===== src/rtl/fft_pkg.sv =====
// rtl/fft_pkg.sv - shared sample-SRAM widths, types and requester ids
package fft_pkg;
   localparam int ADDR_W     = 9;
   localparam int DATA_W     = 16;
   localparam int SRAM_DEPTH = 512;

   typedef logic [ADDR_W-1:0] sram_addr_t;
   typedef logic [DATA_W-1:0] sram_data_t;

   typedef enum logic [1:0] {
      REQ_LOAD  = 2'd0,
      REQ_FFT   = 2'd1,
      REQ_DRAIN = 2'd2
   } req_id_t;
endpackage


===== src/rtl/rr_lock_arbiter.sv =====
// rtl/rr_lock_arbiter.sv - round-robin grant with bounded lock bursts
// Holds last_owner and lock_cnt; grant is combinational and forced to zero during reset.
module rr_lock_arbiter #(
   parameter int NREQ     = 3,
   parameter int MAX_LOCK = 8
) (
   input  logic            clk,
   input  logic            rst,
   input  logic [NREQ-1:0] req,
   input  logic [NREQ-1:0] lock,
   output logic [NREQ-1:0] gnt
);
   import fft_pkg::*;

   localparam int IDX_W = (NREQ > 1) ? $clog2(NREQ) : 1;
   localparam int CNT_W = (MAX_LOCK > 2) ? $clog2(MAX_LOCK) : 1;
   localparam logic [CNT_W-1:0] CNT_MAX = CNT_W'(MAX_LOCK - 1);

   logic [IDX_W-1:0] last_owner_d, last_owner_q;
   logic [CNT_W-1:0] lock_cnt_d, lock_cnt_q;
   logic [IDX_W-1:0] cand;

   always_comb begin
      gnt          = '0;
      last_owner_d = last_owner_q;
      lock_cnt_d   = '0;
      cand         = '0;
      if (!rst) begin
         if (req[last_owner_q] && lock[last_owner_q] && (lock_cnt_q < CNT_MAX)) begin
            gnt[last_owner_q] = 1'b1;
            lock_cnt_d        = lock_cnt_q + CNT_W'(1);
         end else begin
            // Walk the ring backwards so the nearest requester after last_owner is written last.
            for (int k = NREQ; k >= 1; k--) begin
               cand = IDX_W'((int'(last_owner_q) + k) % NREQ);
               if (req[cand]) begin
                  gnt          = '0;
                  gnt[cand]    = 1'b1;
                  last_owner_d = cand;
               end
            end
         end
      end
   end

   always_ff @(posedge clk) begin
      if (rst) begin
         last_owner_q <= IDX_W'(NREQ - 1);
         lock_cnt_q   <= '0;
      end else begin
         last_owner_q <= last_owner_d;
         lock_cnt_q   <= lock_cnt_d;
      end
   end
endmodule


===== src/rtl/fft_sram_arbiter.sv =====
// rtl/fft_sram_arbiter.sv - three-way single-port sample SRAM arbiter
// Registers the granted command toward the SRAM and returns read data through a tag pipeline.
module fft_sram_arbiter #(
   parameter int NREQ     = 3,
   parameter int ADDR_W   = fft_pkg::ADDR_W,
   parameter int DATA_W   = fft_pkg::DATA_W,
   parameter int RD_LAT   = 1,
   parameter int MAX_LOCK = 8
) (
   input  logic                   clk,
   input  logic                   rst,
   input  logic [NREQ-1:0]        req,
   input  logic [NREQ-1:0]        we,
   input  logic [NREQ-1:0]        lock,
   input  logic [NREQ*ADDR_W-1:0] addr,
   input  logic [NREQ*DATA_W-1:0] wdata,
   output logic [NREQ-1:0]        gnt,
   output logic [NREQ-1:0]        rvalid,
   output logic [DATA_W-1:0]      rdata,
   output logic                   f_wren,
   output logic                   f_rden,
   output logic [ADDR_W-1:0]      f_address,
   output logic [DATA_W-1:0]      f_data,
   input  logic [DATA_W-1:0]      f_q
);
   import fft_pkg::*;

   logic              wren_d, wren_q, rden_d, rden_q;
   logic [ADDR_W-1:0] addr_d, addr_q;
   logic [DATA_W-1:0] data_d, data_q;
   logic [NREQ-1:0]   tag_d [RD_LAT+1];
   logic [NREQ-1:0]   tag_q [RD_LAT+1];
   logic [NREQ-1:0]   rvalid_d, rvalid_q;
   logic [DATA_W-1:0] rdata_d, rdata_q;

   rr_lock_arbiter #(.NREQ(NREQ), .MAX_LOCK(MAX_LOCK)) u_arb (
      .clk  (clk),
      .rst  (rst),
      .req  (req),
      .lock (lock),
      .gnt  (gnt)
   );

   always_comb begin
      wren_d = 1'b0;
      rden_d = 1'b0;
      addr_d = addr_q;
      data_d = data_q;
      for (int i = 0; i < NREQ; i++) begin
         if (gnt[i]) begin
            wren_d = we[i];
            rden_d = ~we[i];
            addr_d = addr[i*ADDR_W +: ADDR_W];
            data_d = wdata[i*DATA_W +: DATA_W];
         end
      end
      // Tag is the one-hot owner of a read; writes enter as zero and never raise rvalid.
      for (int s = 0; s <= RD_LAT; s++) tag_d[s] = '0;
      tag_d[0] = gnt & ~we;
      for (int s = 1; s <= RD_LAT; s++) tag_d[s] = tag_q[s-1];
      rvalid_d = tag_q[RD_LAT];
      rdata_d  = (|tag_q[RD_LAT]) ? f_q : rdata_q;
   end

   always_ff @(posedge clk) begin
      if (rst) begin
         wren_q   <= 1'b0;
         rden_q   <= 1'b0;
         addr_q   <= '0;
         data_q   <= '0;
         rvalid_q <= '0;
         rdata_q  <= '0;
         for (int s = 0; s <= RD_LAT; s++) tag_q[s] <= '0;
      end else begin
         wren_q   <= wren_d;
         rden_q   <= rden_d;
         addr_q   <= addr_d;
         data_q   <= data_d;
         rvalid_q <= rvalid_d;
         rdata_q  <= rdata_d;
         for (int s = 0; s <= RD_LAT; s++) tag_q[s] <= tag_d[s];
      end
   end

   // Gating with rst keeps the command from the last pre-reset grant off the SRAM.
   assign f_wren    = wren_q & ~rst;
   assign f_rden    = rden_q & ~rst;
   assign f_address = addr_q;
   assign f_data    = data_q;
   assign rvalid    = rvalid_q;
   assign rdata     = rdata_q;
endmodule


===== config.mk =====
export PLATFORM = sky130hd
export DESIGN_NAME = fft_sram_arbiter
export DESIGN_NICKNAME = d
export VERILOG_FILES = /design/src/rtl/fft_pkg.sv /design/src/rtl/rr_lock_arbiter.sv /design/src/rtl/fft_sram_arbiter.sv
export SDC_FILE = /design/constraint.sdc
export NUM_CORES = 1
export LEC_CHECK = 0
export BUFFER_PORTS_ARGS = -buffer_cell sky130_fd_sc_hd__buf_4
export CAP_MARGIN = 25
export CORE_UTILIZATION = 45
export CTS_CLUSTER_DIAMETER = 60
export DETAILED_ROUTE_END_ITERATION = 6
export PLACE_DENSITY = 0.8
export RECOVER_POWER = 25
export SLEW_MARGIN = 30
export SYNTH_ARGS = -nofsm -noshare
export SYNTH_HDL_FRONTEND = slang
export SYNTH_SLANG_ARGS = --single-unit

===== constraint.sdc =====
create_clock -name clk -period 3.3 [get_ports clk]
set_input_delay 0.33 -clock clk [delete_from_list [all_inputs] [get_ports clk]]
set_output_delay 0.33 -clock clk [all_outputs]
set_load 0.03 [all_outputs]

==> results.cfg, run 1 <==
[finish]
nets = 578
fillers = 466
drive_above_1_share_pct = 34.5
diodes = 0
synthToLayoutAreaGrowth_pct = 49.6
post-route-cell-area_um2 = 4180
register_area_um2 = 1140
multiInputGateArea_um2 = 1530

[synthesis]
synthTopCellsByArea = dfxtp_1 (41%), mux2i_1 (10%), nand2_1 (8.2%), o211ai_1 (7.3%), nand4_1 (5.8%)
ys_ff_latch = 57
synth_area_per_cell_um2 = 8.57
synth_cell_types = 45
yosysTopAreaCell = dfxtp_1
netlist_area_um2 = 2800
synth_top_area_share_pct = 40.8
yosys_most_used_dff = dfxtp_1
async_flop_share_pct = 0
syn_inst = 326
syn-num-nets = 434
synth_warnings = 0
yosysSeqAreaShare_pct = 40.8
synth_edf_count = 0

[drt]
vias_per_cell = 5.47
antenna_left = 0
post_drt_wl_per_cell_um = 15.3
drt_iter0_markers = 174
vias = 3008
drc = 0
wirelength_um = 8420
first_pass_iters = 4

[global_routing]
grt_max_degree = 32
grt_overflow = 0
grt_usage_pct = 25.6
first_global_vias = 2722
grt_antenna_before_repair = 0
grt_pass1_wl_um = 12700

[floorplanning]
die-area_um2 = 6530
die_w_um = 80.8
fp.dieH_um = 80.8
row_count = 28
initial_core_util_pct = 46.9
io_pins = 151
core_um2 = 5960

[sta]
hold_viol = 0
hold_ws_ns = 0.154
slew_headroom_pct = 64.0
fin_crit_sh_pct = 97.0
setup_viol = 0
rsz0062_at_grt = false
fmax_mhz = 313
clock_skew_ns = 0.00738
setup_tns_ns = 0
final_max_slew_viol_count = 0
worst_slew_pin_slew_ns = 0.534
layout_setup_ws_ns = 0.100
min_period_ns = 3.20

[min_path]
holdPathStages = 2
min-delay-start = we[2]
whs_endpoint = tag_q[0][2]
hold_path_class = in2reg

[place]
io_buffers = 150
preCtsSetupSlack_ns = 0.417
hpwl_um = 6120
finalWeightedCongestion = 0.879
placed_area_um2 = 3980

[clock_network]
htreeDepth = 3
clockBufferDepth = 2
cts-root-buf = clkbuf_8
clock-sinks = 57
cts_buffers = 9
cts_tree = built
clk_latency_ns = 0.34
cts_hold_buf = 0
clk_pin_slew_ns = 0.07

[worst_setup_path]
critPathCaptureType = output port
crit_fanout = 8
reg2reg_to = f_data[10]
required_ns = 2.97
critical_path_class = reg2out
arrival_ns = 2.87
start_kind = flop
worstRegToRegCells = 9
r2r_start = u_arb.last_owner_q[1]
r2r_slack_ns = 0.45

[run]
maxCapViolCount = 0

[power_and_ir_drop]
pwr_density_cell_nw_per_um2 = 904
ir_drop_uv = 508
power_mw = 3.78
leakage_nw = 1.96

[status]
outcome = finished clean
final cells by class:
cell class | count | share of cell area (%)
inverters | 8 | 0.718
clock buffers | 10 | 3.05
repair buffers | 160 | 26.9
well taps | 75 | 2.24
clock inverters | 6 | 3.11
flip-flops and latches | 57 | 27.3
multi-input cells | 234 | 36.7
metrics by stage:
stage / instances / util (%)
floorplan: 326 / -
global placement: 533 / 66.9
detailed placement: 533 / 66.9
CTS: 549 / 71.2
global route: 550 / 70.2
finish: 550 / 70.2
routing by layer:
layer | up-vias | routed length [um] | part of all wire [%] | global-route usage, %
li1 | 1477 | - | - | -
met2 | 125 | 4240 | 50 | 43.5
met5 | - | 0 | 0 | 0
met4 | 0 | 152 | 1.8 | 9.29
met3 | 15 | 694 | 8.2 | 8.65
met1 | 1391 | 3330 | 40 | 29.6
sequential cells by signal (all words and copies together) (netlist names):
name and cells:
f_address 9, u_arb.lock_cnt_q 3, rvalid 3, u_arb.last_owner_q 2
rden_q 1, rdata 16, f_data 16, wren_q 1
tag_q 6
what timing repair did:
action	4_1_cts	5_1_grt
buffers inserted	0	1
resized for setup	0	2
setup endpoints to repair	0	2
endpoints found under the hold margin	0	0
worst max path at each step:
stage | start | endpoint | slack (ns) | cells past startpoint
after detailed placement | u_arb.last_owner_q[0] | f_data[10] | 0.42 | 10
final | u_arb.last_owner_q[1] | gnt[2] | 0.10 | 7
after floorplan | u_arb.last_owner_q[0] | gnt[2] | 0.68 | 8
after CTS | u_arb.last_owner_q[0] | gnt[0] | 0.12 | 8
after global routing | u_arb.last_owner_q[1] | gnt[2] | 0.02 | 7
after global placement | u_arb.last_owner_q[0] | f_address[8] | 0.49 | 9
cell families (layout without fill, tap and decap cells):
kind of cell / after synthesis / count (layout) / share of synthesized area (%)
compound gates: 80 / 80 / 19.8
fa+ha+maj: 6 / 6 / 2.69
xor+xnor: 1 / 1 / 0.313
flops: 57 / 57 / 40.8
simple gates: 118 / 118 / 20.6
buf+inv: 35 / 184 / 5.28
mux: 29 / 29 / 10.4
cell usage after synthesis, types with 2 or more instances:
library cell / n
nand2_1: 61
dfxtp_1: 57
mux2i_1: 28
o211ai_1: 27
nand4_1: 26
a21oi_1: 21
clkbuf_1: 15
buf_2: 10
nor2b_1: 9
o21ai_0: 7
ha_1: 6
inv_1: 6
nor3_1: 5
nor2_1: 4
a211oi_1: 3
nand3_1: 3
o21a_1: 3
a22oi_1: 2
a31oi_1: 2
and3_1: 2
inv_2: 2
nand2b_1: 2
nand3b_1: 2
o21ai_1: 2
worst max-delay path, stage by stage (launching register included):
cell and delay [ns]:
dfxtp_1 0.37, inv_1 0.14, ha_1 0.39, mux2_2 0.39, a21oi_1 0.23, o21ai_0 0.26
a311oi_4 0.50, buf_4 0.24
placed cells by master (no fill, tap or decap), types with 2 or more instances in the layout:
| cell type | netlist | final |
|---|---|---|
| a211oi_1 | 3 | 3 |
| a21oi_1 | 21 | 21 |
| a22oi_1 | 2 | 2 |
| a31oi_1 | 2 | 2 |
| and3_1 | 2 | 2 |
| buf_4 | 1 | 140 |
| bufinv_16 | 0 | 4 |
| clkbuf_1 | 15 | 21 |
| clkbuf_8 | 0 | 9 |
| clkinv_2 | 0 | 2 |
| dfxtp_1 | 57 | 57 |
| ha_1 | 6 | 5 |
| inv_1 | 6 | 6 |
| inv_2 | 2 | 2 |
| mux2i_1 | 28 | 28 |
| nand2_1 | 61 | 61 |
| nand2b_1 | 2 | 2 |
| nand3_1 | 3 | 3 |
| nand3b_1 | 2 | 2 |
| nand4_1 | 26 | 26 |
| nor2_1 | 4 | 4 |
| nor2b_1 | 9 | 9 |
| nor3_1 | 5 | 5 |
| o211ai_1 | 27 | 27 |
| o21a_1 | 3 | 3 |
| o21ai_0 | 7 | 7 |
| o21ai_1 | 2 | 2 |
power by group:
group	switching, mW	internal (mW)
sequential	0.0966	0.874
clock	0.274	0.575
combinational	1.23	0.735
Power figures use the tool's default switching activity.
==> run 2: changes to the inputs <==
==> constraint.sdc (replaced) <==
create_clock -name clk -period 3.5 [get_ports clk]
set_input_delay 0.35 -clock clk [delete_from_list [all_inputs] [get_ports clk]]
set_output_delay 0.35 -clock clk [all_outputs]
set_load 0.03 [all_outputs]
==> run 2 against run 1 <==
  * Global-route usage down 0.41 points
  * First-iteration DRC count rose by 21%
  * Critical path depth unchanged
  * Critical endpoint unchanged
  * Highest routed layer unchanged
==> results.cfg, run 2 (synthesis results as in run 1) <==
[clock_network]
htreeDepth = 3
cts_setup_buffers = 0
clk_pin_slew_ns = 0.07
cts_buffers = 9
clk_latency_ns = 0.33
cts_tree = built
clockBufferDepth = 2
cts_hold_buf = 0
clock-sinks = 57
cts_resized = 0
cts-root-buf = clkbuf_8

[global_routing]
grt_overflow = 0
grt_util_met2_pct = 42.9
grt_busiest_layer = met2
grt_util_met1_pct = 28.7
grt_antenna_before_repair = 0
grt_max_degree = 32
first_global_vias = 2760
grt_use_met3_pct = 8.20
grt_pass1_wl_um = 12600
grt_usage_pct = 25.2

[finish]
nets = 576
post-route-cell-area_um2 = 4130
mostFrequentLayoutCell = buf_4
final_cell_mix = buf_4 (136), nand2_1 (61), dfxtp_1 (57)
drive_above_1_share_pct = 34.0
fillers = 503
synthToLayoutAreaGrowth_pct = 47.9
diodes = 0

[floorplanning]
row_count = 28
die-area_um2 = 6530
initial_core_util_pct = 46.9
io_pins = 151
fp.dieH_um = 80.8
die_w_um = 80.8
core_um2 = 5960

[power_and_ir_drop]
leakage_nw = 1.93
pwr_density_cell_nw_per_um2 = 832
ir_drop_uv = 484

[sta]
final_max_slew_viol_count = 0
setup_viol = 0
clock_skew_ns = 0.00846
fin_crit_sh_pct = 90.2
hold_viol = 0
worst_slew_pin_slew_ns = 1.43
min_period_ns = 3.16
fmax_mhz = 317
rsz0062_at_grt = false
setup_tns_ns = 0
slew_headroom_pct = 4.40

[min_path]
hold_path_class = in2reg

[worst_setup_path]
slowest_delay_ns = 0.47
cp-startpoint = u_arb.last_owner_q[0]
r2r_start = u_arb.last_owner_q[0]
cp_cell_sequence = inv_1 -> ha_1 -> and3_1 -> a211oi_1 -> o21ai_0 -> a311oi_4 -> buf_4
worstRegToRegCells = 9
r2r_slack_ns = 0.54
start_kind = flop
worstSetupEndpoint = gnt[2]
critical_path_class = reg2out
cp_slowest_cell = ha_1
reg2reg_to = f_data[10]
arrival_ns = 2.81
critPathCaptureType = output port
required_ns = 3.15
crit_fanout = 12

[drt]
antenna_left = 0
drt_iter0_markers = 210
post_drt_wl_per_cell_um = 14.9
drc = 0
wirelength_um = 8190
vias_per_cell = 5.49
first_pass_iters = 4
vias = 3010

[place]
placed_area_um2 = 3990
finalWeightedCongestion = 0.949
io_buffers = 150
hpwl_um = 5990

[run]
maxCapViolCount = 0

[status]
outcome = finished clean
run 2: final cells by class:
| type | count | area (um2) | share of cell area [%] |
|---|---|---|---|
| multi-input combinational | 234 | 1520 | 36.9 |
| sequential | 57 | 1140 | 27.6 |
| timing repair buffer | 158 | 1120 | 27.1 |
| clock buffer | 9 | 124 | 3.00 |
| clock inverter | 7 | 101 | 2.45 |
| tap | 75 | 93.8 | 2.27 |
| inverter | 8 | 30.0 | 0.726 |
run 2: worst min-delay path by stage:
stage	from	to	slack, ns	cells past startpoint
finish	we[2]	tag_q[0][2]	0.18	2
global route	we[1]	tag_q[0][1]	0.18	2
CTS	we[2]	tag_q[0][2]	0.17	2
global placement	tag_q[0][1]	tag_q[0][4]	0.42	1
detailed placement	tag_q[0][1]	tag_q[0][4]	0.42	1
floorplan	tag_q[0][0]	tag_q[0][3]	0.41	1
run 2: layer usage:
metal,routed length [um],share of wire [%],vias to the layer above
li1,-,-,1471
met4,168,2.1,0
met1,3270,40,1387
met5,0,0,-
met2,4060,50,139
met3,692,8.4,13
run 2: stage by stage:
step                      hold slack (ns)  worst slack (ns)  std cells  util, %  power [mW]
after floorplan                     0.414             0.859        326        -        2.18
after global placement              0.417             0.743        532     67.0        2.76
after detailed placement            0.424             0.636        532     67.0        2.79
after CTS                           0.169             0.328        548     70.7        3.49
after global routing                0.176             0.237        548     69.4        3.64
final                               0.176             0.341        548     69.4        3.44
run 2: where the power goes:
group	internal [mW]	switching, mW	total, mW
Combinational	0.683	1.15	1.84
Sequential	0.824	0.0899	0.914
Clock	0.406	0.285	0.691
Total	1.91	1.53	3.44
run 2: worst max-delay path: cells and delay by family, from the launching register on:
family	cells	cell delay, ns
AO/OA/AOI/OAI	3	0.91
buffers and inverters	2	0.38
flip-flops	1	0.46
AND/OR/NAND/NOR	1	0.25
adder cells (fa/ha/maj)	1	0.47
==> run 3: changes to the inputs <==
--- a/config.mk
+++ b/config.mk
@@ -12,6 +12,7 @@
 export DETAILED_ROUTE_END_ITERATION = 6
 export PLACE_DENSITY = 0.8
 export RECOVER_POWER = 25
+export REMOVE_ABC_BUFFERS = 1
 export SLEW_MARGIN = 30
 export SYNTH_ARGS = -nofsm -noshare
 export SYNTH_HDL_FRONTEND = slang
==> run 3 against run 2 <==
  * Register-to-register slack barely moved
  * Count of clock-buffer cells in the layout did not move
  * Clock power rose by 12%
  * Core utilization rose by 0.50 points
  * Power rose by 2.2%
  * First-iteration DRC count fell by 13%
  * Fmax fell by 5.0%
  * Critical path type unchanged
==> results.cfg, run 3 (synthesis results as in run 1) <==
[floorplanning]
die_w_um = 80.8
row_count = 28
fp.dieH_um = 80.8
io_pins = 151
initial_core_util_pct = 46.9
core_um2 = 5960
die-area_um2 = 6530

[drt]
vias_per_cell = 5.40
wirelength_um = 8170
drt_iter0_markers = 182
first_pass_iters = 4
antenna_left = 0
post_drt_wl_per_cell_um = 14.9
vias = 2957
drc = 0

[sta]
setup_viol = 0
hold_viol = 0
rsz0062_at_grt = false
slew_headroom_pct = 61.2
worst_slew_pin_slew_ns = 0.577
clock_skew_ns = 0.0115
fmax_mhz = 301
fin_crit_sh_pct = 95.0
min_period_ns = 3.32
final_max_slew_viol_count = 0

[worst_setup_path]
critPathCaptureType = output port
arrival_ns = 2.97
critical_path_class = reg2out
crit_fanout = 13
required_ns = 3.15
start_kind = flop

[finish]
synthToLayoutAreaGrowth_pct = 49.0
mostFrequentLayoutCell = buf_4
nets = 576
diodes = 0
fin_util_pct = 69.9
final_cell_mix = buf_4 (137), nand2_1 (61), dfxtp_1 (57)
drive_above_1_share_pct = 34.2

[clock_network]
cts_buffers = 9
cts_resized = 0
clk_latency_ns = 0.34
cts_tree = built
clockBufferDepth = 2
cts_hold_buf = 0
cts-root-buf = clkbuf_8
clock-sinks = 57
htreeDepth = 3
clk_pin_slew_ns = 0.07
cts_setup_buffers = 0

[place]
finalWeightedCongestion = 0.939
hpwl_um = 5980
io_buffers = 150

[global_routing]
grt_use_met3_pct = 10.0
first_global_vias = 2669
grt_usage_pct = 24.2
grt_antenna_before_repair = 0
grt_busiest_layer = met2
grt_pass1_wl_um = 12000
grt_util_met1_pct = 23.9
grt_overflow = 0
grt_max_degree = 53
grt_util_met2_pct = 45.5

[run]
maxCapViolCount = 0

[power_and_ir_drop]
leakage_nw = 1.95
power_mw = 3.52
pwr_density_cell_nw_per_um2 = 844
ir_drop_uv = 522

[status]
outcome = finished clean

[min_path]
hold_path_class = in2reg
-- run 3: cell count changes in the layout (fill, tap and decap cells not counted), sizes merged --
cell,change
clkinv,+2
clkinvlp,-2
bufinv,+1
buf,+1
inv,-1
clkbuf,-1
-- run 3: power breakdown --
group          internal, mW  total (mW)  switching (mW)
registers             0.824       0.917          0.0928
clock network         0.481       0.772           0.291
logic                 0.685        1.83            1.14
-- run 3: final cells by class --
class                   count  area (um2)
inverters                   8        30.0
repair buffers            158        1120
well taps                  75        93.8
clock inverters             7         128
clock buffers               9         124
fillers                   493        1790
flip-flops and latches     57        1140
multi-input cells         234        1520
-- run 3: final timing paths --
path | startpoint | to | slack [ns] | cells past startpoint
max reg2reg | u_arb.last_owner_q[1] | f_data[8] | 0.53 | 10
min reg2reg | tag_q[0][1] | tag_q[0][4] | 0.44 | 1
min | we[2] | tag_q[0][2] | 0.17 | 2
max | u_arb.last_owner_q[1] | gnt[2] | 0.18 | 8
-- run 3: metrics by stage --
| stage | std cells | setup WS [ns] | hold WS [ns] | area, um2 | TNS [ns] |
|---|---|---|---|---|---|
| after floorplan | 299 | -0.936 | 0.414 | 2680 | -26.90 |
| after global placement | 532 | 0.644 | 0.415 | 3990 | 0 |
| after detailed placement | 532 | 0.557 | 0.420 | 3990 | 0 |
| after CTS | 548 | 0.227 | 0.162 | 4240 | 0 |
| after global routing | 548 | 0.0521 | 0.171 | 4160 | 0 |
| final | 548 | 0.176 | 0.175 | 4160 | 0 |
-- run 3: per-layer routing --
metal | vias to the layer above | part of all wire (%) | wire length [um]
met5 | - | 0 | 0
met4 | 0 | 1.2 | 97
met3 | 8 | 9.2 | 748
met2 | 121 | 51 | 4210
met1 | 1355 | 38 | 3110
li1 | 1473 | - | -
-- run 3: critical path, cell delays in order (launching register included) --
cell and delay, ns:
dfxtp_1 0.37, inv_1 0.15, ha_1 0.35, mux2_2 0.39, a21oi_1 0.30, o21ai_0 0.31, a311oi_4 0.32, buf_4 0.25
buf_4 0.19
